### src/rtl/decode_queue_pkg.sv
// Shared decode definitions: decoded-word layout, opcode/class constants and the legal-opcode table.
// The table is consulted by decode_core only when DECODE_ILLEGAL_TRAP_EN is defined.
package decode_queue_pkg;

    localparam int NPC_W = 32;
    localparam int REG_W = 5;
    localparam int IMM_W = 32;
    localparam int CLS_W = 3;

    // Bit offsets of each field inside the packed decoded word (LSB first)
    localparam int OFF_RS1     = 0;
    localparam int OFF_RS2     = 5;
    localparam int OFF_RD      = 10;
    localparam int OFF_USE_RS1 = 15;
    localparam int OFF_USE_RS2 = 16;
    localparam int OFF_USE_RD  = 17;
    localparam int OFF_USE_IMM = 18;
    localparam int OFF_IMM     = 19;
    localparam int OFF_CLS     = 51;
    localparam int OFF_MEM_RD  = 54;
    localparam int OFF_MEM_WR  = 55;
    localparam int OFF_ILLEGAL = 56;
    localparam int OFF_NPC     = 57;
    localparam int DEC_W       = 89;

    typedef enum logic [5:0] {
        OP_RTYPE = 6'h00,
        OP_J     = 6'h02,
        OP_BEQ   = 6'h04,
        OP_ADDI  = 6'h08,
        OP_ANDI  = 6'h0C,
        OP_ORI   = 6'h0D,
        OP_LW    = 6'h23,
        OP_SW    = 6'h2B
    } opcode_e;

    typedef enum logic [CLS_W-1:0] {
        CLS_NONE   = 3'd0,
        CLS_ALU    = 3'd1,
        CLS_ALUI   = 3'd2,
        CLS_LOAD   = 3'd3,
        CLS_STORE  = 3'd4,
        CLS_BRANCH = 3'd5,
        CLS_JUMP   = 3'd6
    } inst_class_e;

    // Field order mirrors the OFF_* offsets, most significant field first
    typedef struct packed {
        logic [NPC_W-1:0] npc;
        logic             illegal;
        logic             mem_wr;
        logic             mem_rd;
        inst_class_e      cls;
        logic [IMM_W-1:0] imm;
        logic             use_imm;
        logic             use_rd;
        logic             use_rs2;
        logic             use_rs1;
        logic [REG_W-1:0] rd;
        logic [REG_W-1:0] rs2;
        logic [REG_W-1:0] rs1;
    } dec_word_t;

    localparam int NUM_LEGAL = 8;
    localparam logic [5:0] LEGAL_OPS [NUM_LEGAL] = '{
        6'h00, 6'h02, 6'h04, 6'h08, 6'h0C, 6'h0D, 6'h23, 6'h2B
    };

    function automatic logic is_legal_op(input logic [5:0] op);
        logic hit;
        hit = 1'b0;
        for (int i = 0; i < NUM_LEGAL; i++) begin
            if (LEGAL_OPS[i] == op) hit = 1'b1;
        end
        return hit;
    endfunction

endpackage

### src/rtl/decode_queue_core.sv
// Combinational instruction decoder feeding the queue write port.
// DECODE_ILLEGAL_TRAP_EN: unknown opcodes raise the illegal bit and have all use/mem flags cleared.
module decode_core
    import decode_queue_pkg::*;
(
    input  logic [31:0]      inst,
    input  logic [NPC_W-1:0] npc,
    output dec_word_t        word
);

    logic [5:0] op;

    assign op = inst[31:26];

    // Start from the raw register fields and a sign-extended immediate; each class enables what it uses
    always_comb begin
        word         = '0;
        word.rs1     = inst[25:21];
        word.rs2     = inst[20:16];
        word.rd      = inst[15:11];
        word.imm     = {{16{inst[15]}}, inst[15:0]};
        word.cls     = CLS_NONE;
        word.npc     = npc;
        case (op)
            OP_RTYPE: begin
                word.use_rs1 = 1'b1;
                word.use_rs2 = 1'b1;
                word.use_rd  = 1'b1;
                word.imm     = '0;
                word.cls     = CLS_ALU;
            end
            OP_ADDI, OP_ANDI, OP_ORI: begin
                word.rd      = inst[20:16];
                word.use_rs1 = 1'b1;
                word.use_rd  = 1'b1;
                word.use_imm = 1'b1;
                word.cls     = CLS_ALUI;
            end
            OP_LW: begin
                word.rd      = inst[20:16];
                word.use_rs1 = 1'b1;
                word.use_rd  = 1'b1;
                word.use_imm = 1'b1;
                word.mem_rd  = 1'b1;
                word.cls     = CLS_LOAD;
            end
            OP_SW: begin
                word.use_rs1 = 1'b1;
                word.use_rs2 = 1'b1;
                word.use_imm = 1'b1;
                word.mem_wr  = 1'b1;
                word.cls     = CLS_STORE;
            end
            OP_BEQ: begin
                word.use_rs1 = 1'b1;
                word.use_rs2 = 1'b1;
                word.use_imm = 1'b1;
                word.cls     = CLS_BRANCH;
            end
            OP_J: begin
                word.imm     = {6'b0, inst[25:0]};
                word.use_imm = 1'b1;
                word.cls     = CLS_JUMP;
            end
            default: ;
        endcase
`ifdef DECODE_ILLEGAL_TRAP_EN
        if (!is_legal_op(op)) begin
            word.illegal = 1'b1;
            word.use_rs1 = 1'b0;
            word.use_rs2 = 1'b0;
            word.use_rd  = 1'b0;
            word.use_imm = 1'b0;
            word.mem_rd  = 1'b0;
            word.mem_wr  = 1'b0;
        end
`else
        word.illegal = 1'b0;
`endif
    end

endmodule

### src/rtl/decode_queue.sv
// Decode queue: decodes fetched instructions at accept time and holds them in a small FIFO for issue.
// Illegal-opcode trapping in decode_core is enabled by defining DECODE_ILLEGAL_TRAP_EN.
module decode_queue
    import decode_queue_pkg::*;
#(
    parameter int INST_W = 32,
    parameter int PC_W   = 32,
    parameter int DEPTH  = 2,
    parameter int DEC_W  = decode_queue_pkg::DEC_W
) (
    input  logic                     clk,
    input  logic                     rst_n,
    input  logic                     in_valid,
    output logic                     in_ready,
    input  logic [INST_W-1:0]        in_inst,
    input  logic [PC_W-1:0]          in_npc,
    input  logic                     flush,
    output logic                     out_valid,
    input  logic                     out_ready,
    output logic [DEC_W-1:0]         out_word,
    output logic [$clog2(DEPTH):0]   count
);

    localparam int AW = $clog2(DEPTH);
    localparam logic [AW:0]   FULL_COUNT = (AW+1)'(DEPTH);
    localparam logic [AW:0]   COUNT_ONE  = (AW+1)'(1);
    localparam logic [AW-1:0] PTR_ONE    = AW'(1);

    dec_word_t        dec_word;
    logic [DEC_W-1:0] slots [DEPTH];
    logic [AW-1:0]    wr_ptr;
    logic [AW-1:0]    rd_ptr;
    logic             push;
    logic             pop;

    decode_core u_decode_core (
        .inst (32'(in_inst)),
        .npc  (NPC_W'(in_npc)),
        .word (dec_word)
    );

    // in_ready depends only on registered count, so there is no path from out_ready
    assign in_ready  = (count < FULL_COUNT);
    assign out_valid = (count != '0);
    assign out_word  = slots[rd_ptr];
    assign push      = in_valid & in_ready & ~flush;
    assign pop       = out_valid & out_ready & ~flush;

    always_ff @(posedge clk or negedge rst_n) begin
        if (!rst_n) begin
            wr_ptr <= '0;
            rd_ptr <= '0;
            count  <= '0;
        end else if (flush) begin
            wr_ptr <= '0;
            rd_ptr <= '0;
            count  <= '0;
        end else begin
            if (push) wr_ptr <= wr_ptr + PTR_ONE;
            if (pop)  rd_ptr <= rd_ptr + PTR_ONE;
            case ({push, pop})
                2'b10:   count <= count + COUNT_ONE;
                2'b01:   count <= count - COUNT_ONE;
                default: ;
            endcase
        end
    end

    // Slot storage is deliberately left out of reset; occupancy alone says what is valid
    always_ff @(posedge clk) begin
        if (push) slots[wr_ptr] <= DEC_W'(dec_word);
    end

endmodule

### config.mk
export PLATFORM = sky130hd
export DESIGN_NAME = decode_queue
export DESIGN_NICKNAME = d
export VERILOG_FILES = /design/src/rtl/decode_queue_pkg.sv /design/src/rtl/decode_queue_core.sv /design/src/rtl/decode_queue.sv
export SDC_FILE = /design/constraint.sdc
export NUM_CORES = 1
export LEC_CHECK = 0
export CAP_MARGIN = 20
export CORE_MARGIN = 5
export CORE_UTILIZATION = 53
export DETAILED_ROUTE_END_ITERATION = 16
export GPL_ROUTABILITY_DRIVEN = 0
export PLACE_DENSITY = 0.85
export SLEW_MARGIN = 20
export SYNTH_ARGS = -nofsm -noshare
export SYNTH_HDL_FRONTEND = slang
export SYNTH_SLANG_ARGS = --single-unit
### constraint.sdc
create_clock -name clk -period 21.5 [get_ports clk]
set_input_delay 3.225 -clock clk [delete_from_list [all_inputs] [get_ports clk]]
set_output_delay 3.225 -clock clk [all_outputs]
set_load 0.01 [all_outputs]
# After elaboration in Yosys (flattened, before gate mapping)
# Memories as Yosys holds them, arrays and structs flattened.
# Cells that the tools add are included.
# W data, S select, Z words.
# op_classes
magnitude_cmp,1
n_mux,17
add_sub_neg,4
reduce_logical,11
eq_ne,9
n_bitwise,5
# ops
op,count
$pmux W32 S2,1
$eq A6 B4 Y1 const B,3
$pmux W3 S6,1
$reduce_or A7 Y1,2
$eq A6 B6 Y1 const B,2
$mux W1,12
$eq A6 B2 Y1 const B,1
$eq A6 B3 Y1 const B,1
$logic_not A6 Y1,1
$reduce_bool A2 Y1,3
$reduce_or A3 Y1,2
$mux W5,1
$reduce_or A5 Y1,1
$and A1 B1 Y1,4
$pmux W2 S2,1
$reduce_or A4 Y1,1
$reduce_bool A3 Y1,1
$add A1 B1 Y1 const B,2
$add A2 B1 Y2 const B,1
$eq A2 B1 Y1 const B,1
$eq A2 B2 Y1 const B,1
$lt A2 B2 Y1 const B,1
$mux W2,1
$sub A2 B1 Y2 const B,1
$not A1 Y1,1
# word_totals
ramBits,176
output_inout_bits,93
in_bits,69
n_memories,1
wordCells,51
reg_bits,4
# mem_list
name,depth,word_bits,rd,rd_clocked_by_memory_dff,wr,line,text
slots,2,88,1,0,1,decode_queue.sv:30,logic [DEC_W-1:0] slots [DEPTH];

# Logic depth before layout (Yosys ltp)
# Gate-level depths: netlist of the first run.
# depth
word_depth,6
mapped_depth,5
depth_no_buf,3

# Modules after synthesis
# Synthesis of the first run repeated with hierarchy kept, for this count alone.
# hier_totals
cells_unflattened,417
area_unflattened_um2,7947.6
# modules_own_cells
mod,area_each_um2,seq_area_each_um2,instances,cells_per_inst
decode_queue,7094.3,5445.2,1,300
decode_core,853.3,0.0,1,117

# Worst setup path after synthesis of the first run
# No wires, ideal clock.
# synth_path
path_kind,in2reg
startpoint,input in_valid
endpoint,"memory slots[1][0] in the netlist's numbering, enable pin"
setup_time_ns,0.643
path_slack_ns,11.451
cell_stages,2
arrival_ns,9.406
required_ns,20.857
n_path_buf,0
path_cell_list,nand2b_1 -> nor3b_1
# synth_via
elab_chain_cells,4
# synth_rtl
item,line,text
"start, declared",decode_queue.sv:13,"input logic in_valid,"
$and A1 B1 Y1 (2 in a row),decode_queue.sv:46,assign push = in_valid & in_ready & ~flush;
$mux W1,decode_queue.sv:71,if (push) slots[wr_ptr] <= DEC_W'(dec_word);
$mux W1 (not written as such),decode_queue.sv:71,
"end, declared",decode_queue.sv:30,
# No other way between the ends.

# Worst setup path in the final report of the first run
# layout_path
startpoint,register rd_ptr
endpoint,output out_word[49]
# layout_via
elab_chain_cells,1
# layout_rtl
item,line,text
"start, declared",decode_queue.sv:32,logic [AW-1:0] rd_ptr;
"start signal, assigned",decode_queue.sv:60,if (pop) rd_ptr <= rd_ptr + PTR_ONE;
$mem_v2 Z2 W88,n/a,
"end, declared",decode_queue.sv:20,"output logic [DEC_W-1:0] out_word,"
# No other way between the ends.

==> results.md, run 1 <==
STA:
- Summed over all failing endpoints, the final setup total negative slack is 0 ps.
- The headroom to the max-slew limit is 0.476.
- The final number of max-transition violations is 0.
- At the pin with the least slew margin, the transition time is 783 ps.
- The number of failing hold endpoints at the final stage is 0.
- The clock tree skew after final layout is 7.49 ps.
- The maximum clock frequency is 177 MHz.
- Setup repair after global routing left no endpoint under its margin.
- The number of setup violations in the final report is 0.
- The final critical path time including I/O delays and setup is 5640 ps.
- The period utilization is 0.263.

Routing:
- In the final routed layout, each cell accounts on average for 19.6 µm.
- The post-detailed-route via-to-cell ratio is 5.36.
- For this block, the routed nets add up to 13800 µm of wire.
- The number of design-rule violations left by the first detailed-router iteration is 331.
- The count of antenna-violating nets left after detailed routing is 0.
- Before antenna repair, the detailed router went through 4 iterations.
- The detailed router placed 3761 vias in this run.
- The number of remaining DRC errors is 0.

Hold path:
- The worst min-delay path class is flip-flop to flip-flop.
- The worst hold path begins at wr_ptr$_DFFE_PN0P_.

Finish:
- Relative to the synthesized area, the layout overhead comes to 34.3%.
- The commonest non-fill, non-tap cell in the layout is edfxtp_1.
- The filler cells instantiated in the layout total 824.
- The repair_antennas step left the layout with diodes totalling 0.
- The finished layout holds 702 standard cells, fillers aside.
- The number of nets in the finished design is 587.
- The top cell types in the final layout, fill and taps aside, are edfxtp_1, clkdlybuf4s50_1, mux2_2.
- The multi-input logic area is 1500 µm².
- In the final layout, the share of cells above drive strength 1 is 0.238.
- The area taken by flip-flops and latches is 5090 µm².

Power:
- Across the VDD grid, the largest voltage drop is 0.0488 mV.
- The power per standard cell area is 84.0 nW/µm².
- Overall power consumption after layout is estimated at 0.757 mW.
- The leakage component of the power is 3.05 nW.

Synth:
- Of the total synthesized cell area, the portion taken by full adders, half adders and majority gates is 0.
- The compound-gate portion of the synthesized area is 0.0298.
- The simple-gate area share of the yosys netlist is 0.0380.
- Synthesis handed over a netlist of 357 instances.
- After synthesis the cells add up to 6720 µm².
- The number of distinct library cells after synthesis is 33.
- The number of flip-flops and latches in the synthesized netlist is 170.
- A synthesized cell averages 18.8 µm².
- The share of the Yosys chip area taken by registers is 0.757.
- In this run, synthesis inferred 166 flip-flops with an integrated enable.
- After synthesis, the largest family of logic cells by area is multiplexers.
- Of the total synthesized cell area, the portion taken by XOR and XNOR cells is 0.00391.
- The multiplexer area fraction after synthesis is 0.149.
- The count of warnings emitted by yosys is 0.
- The main flop type after synthesis is edfxtp_1.
- The share of flip-flops with an asynchronous set or reset after synthesis is 0.0235.
- The net count of the mapped netlist is 426.

GRT:
- The via count of the first global-routing pass is 3959.
- Entering global routing, the biggest net connects 85 pins.
- The first-pass GRT wire length is 20900 µm.
- The number of antenna violations at the first check in global routing is 0.
- The total track usage is 0.187.
- The global-route congestion overflow total is 0.

Place:
- Once detailed placement completed, the half-perimeter wirelength came to 8900 µm.
- The number of buffer cells added on primary ports is 160.
- Once placement completed, the tool counted placed cells totaling 670.

Clocking:
- In this run the deepest clock path goes through 2 buffers.
- The clock-pin slew of the registers on the worst-case setup and hold paths is 60 ps.
- The number of levels the H-tree was split into is 4.
- After clock tree synthesis, the setup repair step added 0 buffers.
- The number of clock buffers added by TritonCTS is 17.
- The worst-skew pair later-pin latency is 420 ps.
- For this design, the CTS-stage hold fixing added 0 buffers.
- Once the clock tree was built, the resizer swapped 0 gates to a different size.
- TritonCTS built the clock tree.
- The cell at the root of the clock tree is clkbuf_16.
- The clock drives 170 sinks.

Floorplanning:
- The die width is 123 µm.
- From bottom edge to top edge, the die measures 123 µm.
- The area of the core is 12500 µm².
- The floorplan step defined a die boundary enclosing 15000 µm².
- The initial standard-cell utilization of the core is 0.536.
- After floorplanning, the core was divided into 41 placement rows.
- The total I/O pin count is 162.

Setup path:
- The worst flop-to-flop path startpoint is count[1]$_DFFE_PN0P_.
- The data arrival at the endpoint of the critical path is 2420 ps.
- The critical path start-end classification is flip-flop to output port.
- In this run the worst path has a maximum fanout of 57.
- STA puts the critical path data required time at 18270 ps.
- STA classifies the critical path endpoint as an output port.
- The critical path startpoint category is a flip-flop.
- The worst setup path startpoint is rd_ptr$_DFFE_PN0P_.

Status:
- The run finished with clean final reports.

Run:
- Max-cap violations in this run came to 0.
## stage by stage
stage | setup WS [ps] | utilization | hold slack [ps] | area [µm²]
3_3_place_gp | 16090 | 0.675 | 553 | 8450
3_5_place_dp | 16010 | 0.675 | 574 | 8450
6_report | 15860 | 0.720 | 577 | 9020
4_1_cts | 15640 | 0.718 | 589 | 8990
5_1_grt | 15800 | 0.720 | 623 | 9020
2_1_floorplan | 11450 | - | 519 | 6720
## cells by family (layout without fill, tap and decap cells)
group / Yosys count / in the layout
compound gates: 22 / 22
xor+xnor: 3 / 3
buf+inv: 26 / 199
flops: 170 / 170
mux: 89 / 89
other cells: 1 / 1
simple gates: 46 / 46
## final timing paths
check	endpoint	slack, ps	depth (start not counted)
worst max-delay path	out_word[49]	15860	3
worst min-delay path	wr_ptr$_DFFE_PN0P_	580	2
worst max register to register	slots[1][44]$_DFFE_PP_	19560	3
worst min register to register	wr_ptr$_DFFE_PN0P_	580	2
max in group asynchronous	rd_ptr$_DFFE_PN0P_	18310	1
min in group asynchronous	rd_ptr$_DFFE_PN0P_	3010	1
## flip-flops by register name, summed over array words and instances (netlist names)
register	count
wr_ptr	1
count	2
slots	166
rd_ptr	1
## where the power goes
| group | switching, mW | internal (mW) |
|---|---|---|
| Sequential | 0.00514 | 0.380 |
| Combinational | 0.0391 | 0.0526 |
| Clock | 0.113 | 0.167 |
| Total | 0.158 | 0.600 |
## routing by layer
| metal | wire length, µm | global-route usage |
|---|---|---|
| met5 | 0 | 0 |
| met1 | 5630 | 0.240 |
| met4 | 212 | 0.0665 |
| met2 | 6700 | 0.302 |
| met3 | 1210 | 0.0604 |
## critical path: stages, from the launching register on
cell and delay (ps):
dfrtp_4 690, buf_16 310, mux2_2 430, clkdlybuf4s50_1 500
## area by class of cell
cell class | count | area share
inverter | 2 | 0.000833
clock buffer | 19 | 0.0480
multi-input combinational | 161 | 0.166
clock inverter | 12 | 0.0119
sequential | 170 | 0.564
tap | 172 | 0.0239
timing repair buffer | 166 | 0.185
## cell usage after synthesis, drive strengths merged, types with 2 or more instances
library cell / n / area share
inv: 2 / 0.0011
nor3: 6 / 0.0045
nand2b: 2 / 0.0019
xor2: 3 / 0.0039
a41o: 10 / 0.015
edfxtp: 166 / 0.74
nor2b: 2 / 0.0019
clkbuf: 10 / 0.0056
nand2: 6 / 0.0034
and2: 16 / 0.015
mux2: 89 / 0.15
nor2: 7 / 0.0039
dfrtp: 4 / 0.015
o21ai: 3 / 0.0022
a21oi: 3 / 0.0022
buf: 14 / 0.015
Note: power is estimated with default switching activity, not from simulation.
==> inputs of run 2 (changes only) <==
- CORE_UTILIZATION: 53 -> 45
- PLACE_DENSITY: 0.85 -> 0.76
- clock period: 21.5 -> 5 ns (I/O delays scaled with it)
==> results.md, run 2 (synthesis gave the netlist of run 1 again) <==
Setup path:
- The largest driver fanout on the critical path is 55 (-3.5%).
- The type of element capturing the critical path is an output port.
- STA classifies the critical path startpoint as a flip-flop.
- The required arrival time at the worst endpoint is 4250 ps (-14020 ps).
- The standard cell with the maximum stage delay on the critical path is dfrtp_4.
- The data arrival at the endpoint of the critical path is 2410 ps (about the same).
- Walking the worst path, the cells encountered are buf_16 > mux2_2 > clkdlybuf4s50_1.
- The critical path is of the flip-flop to output port type.
- The stage delay of the slowest cell on the critical path came to 700 ps (about the same).

Routing:
- The post-detailed-route via-to-cell ratio is 5.19 (-3.1%).
- The number of design-rule violations left by the first detailed-router iteration is 204 (-38%).
- The average wire per standard cell is 18.9 µm (-3.6%).
- The wire length reported by the detailed router came to 13500 µm (-1.8%).
- The count of antenna-violating nets left after detailed routing is 0 (unchanged).
- The count of TritonRoute iterations in the first routing pass is 4 (unchanged).
- The total number of vias came to 3711 (-1.3%).
- The number of remaining DRC errors is 0 (unchanged).

GRT:
- The number of antenna violations at the first check in global routing is 0 (unchanged).
- The total track usage is 0.154 (-0.0337).
- The via count of the first global-routing pass is 3858 (-2.6%).
- The first-pass GRT wire length is 21000 µm (+0.59%).
- The global-route congestion overflow total is 0 (unchanged).
- The pin count of the biggest net entering global routing is 85 (unchanged).

Floorplanning:
- The initial standard-cell utilization of the core is 0.460 (-0.0762).
- The die area is 17500 µm² (+16%).
- The area of the core was 14600 µm² (+17%).
- The height of the die is 132 µm (+7.8%).
- The total I/O pin count is 162 (unchanged).
- The number of cell rows is 44 (+7.3%).
- The die width is 132 µm (+7.8%).

Finish:
- In the layout the commonest cells are edfxtp_1, clkdlybuf4s50_1, mux2_2.
- The area taken by flip-flops and latches is 5090 µm² (unchanged).
- The multi-input logic area was 1510 µm² (+0.84%).
- The number of fill cells in the layout was 1017 (+23%).
- The number of nets in the finished design is 587 (unchanged).
- The share of final-layout standard cells stronger than drive strength 1 is 0.245 (+0.00709).
- The library cell used most frequently in the layout, excluding fill and tap cells, is edfxtp_1.
- The number of flip-flops under the largest register name is 166 (unchanged).
- The antenna diode count is 0 (unchanged).
- The register with the most flip-flops is slots.
- The final core utilization is 0.628 (-0.0924).
- Compared with the post-synthesis result, the final layout area differs by 36.4%.
- The largest registers in the layout are slots x166, count x2.

Power:
- The worst vdd rail ir drop is 0.247 mV (+410%).
- The fraction of power spent switching nets is 0.200 (-0.00777).
- The leakage component of the power is 3.11 nW (+1.9%).
- The fraction of power consumed by sequential logic is 0.473 (-0.035).
- The internal power consumption came to 2.80 mW (+370%).
- The power per standard cell area is 382 nW/µm² (+350%).
- The proportion of power drawn by combinational gates is 0.112 (-0.009).
- The clock network fraction of total power is 0.415 (+0.044).
- The total net switching power was 0.701 mW (+340%).

STA:
- The period utilization is 0.632.
- Counting I/O delays and the setup requirement, the final critical path takes 3160 ps.
- The final number of max-transition violations is 0 (unchanged).
- The worst setup margin is 1840 ps (-14010 ps).
- The headroom to the max-slew limit is 0.504 (+0.0279).
- Setup repair after global routing left no endpoint under its margin.
- The setup TNS is 0 ps (unchanged).
- The clock tree skew after final layout came to 5.54 ps (-1.95 ps).
- The number of failing hold endpoints at the final stage is 0 (unchanged).
- The actual slew at the worst max-slew pin is 741 ps (-41.8 ps).
- The maximum clock frequency is 317 MHz.
- The number of setup violations in the final report is 0 (unchanged).

Clocking:
- The clock buffer count from CTS is 17 (unchanged).
- The number of post-CTS setup repair buffers was 0 (unchanged).
- The post-cts repair resize count was 0 (unchanged).
- The number of levels the H-tree was split into is 4 (unchanged).
- The worst-skew pair later-pin latency came to 410 ps (about the same).
- The clock-pin slew of the registers on the worst-case setup and hold paths was 60 ps (about the same).
- The number of sinks on the clock net was 170 (unchanged).
- The TritonCTS clock tree is yes.
- The maximum root-to-sink buffer count is 2 (unchanged).
- The cell at the root of the clock tree is clkbuf_16.
- The number of hold buffers added after CTS came to 0 (unchanged).

Place:
- The worst slack at placement was 2040 ps (-13970 ps).
- The number of buffer cells added on primary ports is 160 (unchanged).
- The half-perimeter wire length after detailed placement is 8720 µm (-2.1%).

Status:
- The flow ran to the end, and the final reports show no timing, DRC or antenna violations.

Run:
- The total of max-cap violations is 0 (unchanged).

Hold path:
- The worst min-delay path class is input port to asynchronous set/reset pin.
## run 2: cell types whose count changed in the layout (fill, tap and decap cells not counted), sizes merged
| cell | previous run | this run |
|---|---|---|
| clkinv | 9 | 4 |
| bufinv | 2 | 6 |
| clkbuf | 19 | 20 |
| inv | 2 | 3 |
## run 2: per-stage QoR
stage               hold WS [ps]  cells  power, mW  instance area [µm²]
global route                 546    715       3.63                 9160
floorplan                    454    357       1.86                 6730
CTS                          538    714       3.53                 9130
global placement             588    682       2.07                 8480
detailed placement           629    682       2.08                 8480
finish                       547    715       3.50                 9160
## run 2: worst paths after layout
kind	slack [ps]	start	end	depth (start not counted)
max in group asynchronous	4250	rst_n	rd_ptr$_DFFE_PN0P_	1
setup reg to reg	3020	count[1]$_DFFE_PN0P_	slots[1][39]$_DFFE_PP_	3
min in group clk	640	wr_ptr$_DFFE_PN0P_	wr_ptr$_DFFE_PN0P_	2
setup / recovery	1840	rd_ptr$_DFFE_PN0P_	out_word[49]	3
hold / removal	550	rst_n	count[1]$_DFFE_PN0P_	1
hold reg to reg	640	wr_ptr$_DFFE_PN0P_	wr_ptr$_DFFE_PN0P_	2
## run 2: layer usage
metal  wire length [µm]  vias to the layer above  global-route usage
li1                   -                     1713                   -
met1               5770                     1838               0.204
met2               6600                      146               0.243
met3                993                       14              0.0485
met4                149                        0              0.0463
met5                  0                        -                   0
## run 2: layout make-up
| type | instances | share of cell area |
|---|---|---|
| sequential | 170 | 0.556 |
| timing repair buffer | 166 | 0.182 |
| multi-input combinational | 161 | 0.165 |
| clock buffer | 20 | 0.0477 |
| tap | 184 | 0.0251 |
| clock inverter | 12 | 0.0240 |
| inverter | 2 | 0.000820 |
## run 2: power groups by stage
| stage | clock network (mW) | logic, mW | registers (mW) |
|---|---|---|---|
| 6_report | 1.45 | 0.393 | 1.65 |
| 3_5_place_dp | 0 | 0.379 | 1.70 |
| 2_1_floorplan | 0 | 0.187 | 1.68 |
| 3_3_place_gp | 0 | 0.374 | 1.69 |
| 4_1_cts | 1.48 | 0.382 | 1.67 |
| 5_1_grt | 1.55 | 0.419 | 1.66 |
## run 2: critical path, delay by kind of cell (launching register included)
| family | cells | cell delay (ps) |
|---|---|---|
| mux | 1 | 430 |
| flops | 1 | 700 |
| buf+inv | 2 | 810 |
==> inputs of run 3 (changes only) <==
- clock period: 5 -> 2.8 ns (I/O delays scaled with it)
==> results.md, run 3 (synthesis gave the netlist of run 1 again) <==
Setup path:
- The largest driver fanout on the critical path is 17 (-69%).
- The worst register-to-register path begins at count[1]$_DFFE_PN0P_.
- STA classifies the critical path startpoint as a flip-flop.
- The worst setup path startpoint is rd_ptr$_DFFE_PN0P_.
- The worst setup path is of the flip-flop to output port kind.
- The type of element capturing the critical path is an output port.
- The required arrival time at the worst endpoint is 2380 ps (-1870 ps).
- The data arrival at the endpoint of the critical path is 2180 ps (-230 ps).

Routing:
- The average wire per standard cell is 18.8 µm (-0.54%).
- The met1 wire length is 5430 µm (-5.8%).
- The count of TritonRoute iterations in the first routing pass is 4 (unchanged).
- The wire length reported by the detailed router is 13500 µm (-0.26%).
- The total number of vias was 3753 (+1.1%).
- The count of antenna-violating nets left after detailed routing is 0 (unchanged).
- The post-detailed-route via-to-cell ratio came to 5.23 (+0.85%).
- The number of remaining DRC errors is 0 (unchanged).
- The highest metal layer carrying signal wires in the routed design is met4.
- The number of design-rule violations left by the first detailed-router iteration was 259 (+27%).
- The met2 wire length is 6780 µm (+2.7%).
- The length of routed met3 wiring was 1080 µm (+9.2%).

Finish:
- Compared with the post-synthesis result, the final layout area differs by 36.2%.
- The commonest non-fill, non-tap cell in the layout is edfxtp_1.
- The number of nets in the finished design is 589 (+0.34%).
- The number of standard cells in the final layout excluding fillers is 717 (+0.28%).
- The antenna diode count is 0 (unchanged).
- The share of final-layout standard cells stronger than drive strength 1 came to 0.240 (-0.00467).
- slots holds more flip-flops than any other register.
- The largest registers in the layout are slots x166, count x2.
- The top cell types in the final layout, fill and taps aside, are edfxtp_1, clkdlybuf4s50_1, mux2_2.
- The number of flip-flops under the largest register name is 166 (unchanged).

Floorplanning:
- The die width came to 132 µm (unchanged).
- The initial standard-cell utilization of the core is 0.460 (unchanged).
- The number of cell rows is 44 (unchanged).
- The total I/O pin count is 162 (unchanged).
- The die area was 17500 µm² (unchanged).
- The area of the core is 14600 µm² (unchanged).
- The height of the die is 132 µm (unchanged).

Hold path:
- The worst min-delay path class is input port to asynchronous set/reset pin.

Power:
- The worst vdd rail ir drop was 0.382 mV (+55%).
- The leakage component of the power is 3.09 nW (-0.57%).
- The power per standard cell area is 649 nW/µm² (+70%).
- The final total power is 5.94 mW (+70%).

GRT:
- The first-pass GRT wire length was 21100 µm (+0.69%).
- The pin count of the biggest net entering global routing is 84 (-1.2%).
- The via count of the first global-routing pass came to 3994 (+3.5%).
- The number of antenna violations at the first check in global routing was 0 (unchanged).
- The global-route congestion overflow total is 0 (unchanged).
- The total track usage is 0.155 (+0.00116).

Clocking:
- The number of sinks on the clock net came to 170 (unchanged).
- The worst-skew pair later-pin latency is 410 ps (about the same).
- The post-cts repair resize count was 0 (unchanged).
- The TritonCTS clock tree is yes.
- The number of hold buffers added after CTS came to 0 (unchanged).
- The clock buffer count from CTS is 17 (unchanged).
- The maximum root-to-sink buffer count is 2 (unchanged).
- The tree is rooted in a clkbuf_16.
- The clock-pin slew of the registers on the worst-case setup and hold paths is 60 ps (about the same).
- The number of levels the H-tree was split into is 4 (unchanged).
- The number of post-CTS setup repair buffers is 0 (unchanged).

STA:
- The actual slew at the worst max-slew pin was 795 ps (+53.8 ps).
- Setup repair after global routing left no endpoint under its margin.
- The number of setup violations in the final report is 0 (unchanged).
- The maximum clock frequency is 385 MHz.
- The final number of max-transition violations is 0 (unchanged).
- The clock tree skew after final layout is 7.32 ps (+1.78 ps).
- The hold slack is 227 ps (-319 ps).
- The headroom to the max-slew limit is 0.468 (-0.0360).
- The final critical path time including I/O delays and setup is 2600 ps.
- The number of failing hold endpoints at the final stage is 0 (unchanged).
- The worst setup margin is 199 ps (-1640 ps).
- The setup TNS is 0 ps (unchanged).
- The period utilization is 0.929.

Place:
- The worst slack at placement was 314 ps (-1720 ps).
- The half-perimeter wire length after detailed placement is 8960 µm (+2.8%).
- The placed cell count is 685 (+0.44%).
- The number of buffer cells added on primary ports is 160 (unchanged).

Status:
- The flow ran to the end, and the final reports show no timing, DRC or antenna violations.

Run:
- The total of max-cap violations was 0 (unchanged).
[run 3: final timing paths]
path	endpoint	slack, ps	cells after the start
setup / recovery	out_word[38]	200	3
setup reg to reg	slots[0][58]$_DFFE_PP_	1150	3
hold / removal	rd_ptr$_DFFE_PN0P_	230	1
min in group clk	slots[1][57]$_DFFE_PP_	580	1
hold reg to reg	wr_ptr$_DFFE_PN0P_	640	2
max in group asynchronous	rd_ptr$_DFFE_PN0P_	2360	1
[run 3: metal layers]
| metal | global-route usage | vias to the layer above |
|---|---|---|
| met5 | 0 | - |
| met4 | 0.0537 | 0 |
| met3 | 0.0603 | 14 |
| met2 | 0.254 | 156 |
| met1 | 0.186 | 1873 |
| li1 | - | 1710 |
[run 3: per-stage QoR]
stage / util / cell area [µm²]
after global routing: 0.627 / 9140
after floorplan: - / 6750
after global placement: 0.587 / 8570
after detailed placement: 0.587 / 8570
final: 0.627 / 9140
after CTS: 0.627 / 9140
[run 3: area by class of cell]
cell class | instances | area, µm²
clock buffers | 29 | 510
clock inverters | 3 | 65.1
fillers | 1021 | 5450
inverters | 2 | 7.51
multi-input cells | 161 | 1520
flip-flops and latches | 170 | 5090
well taps | 184 | 230
repair buffers | 168 | 1720
[run 3: critical path: stages (launching register included)]
cell	delay [ps]
dfrtp_4	600
buf_4	270
mux2_2	390
clkdlybuf4s50_1	500
[run 3: power breakdown]
part           total [mW]  switching (mW)  internal (mW)
combinational       0.724           0.308          0.416
sequential           2.95          0.0325           2.91
clock                2.26           0.855           1.41
total                5.94            1.20           4.74
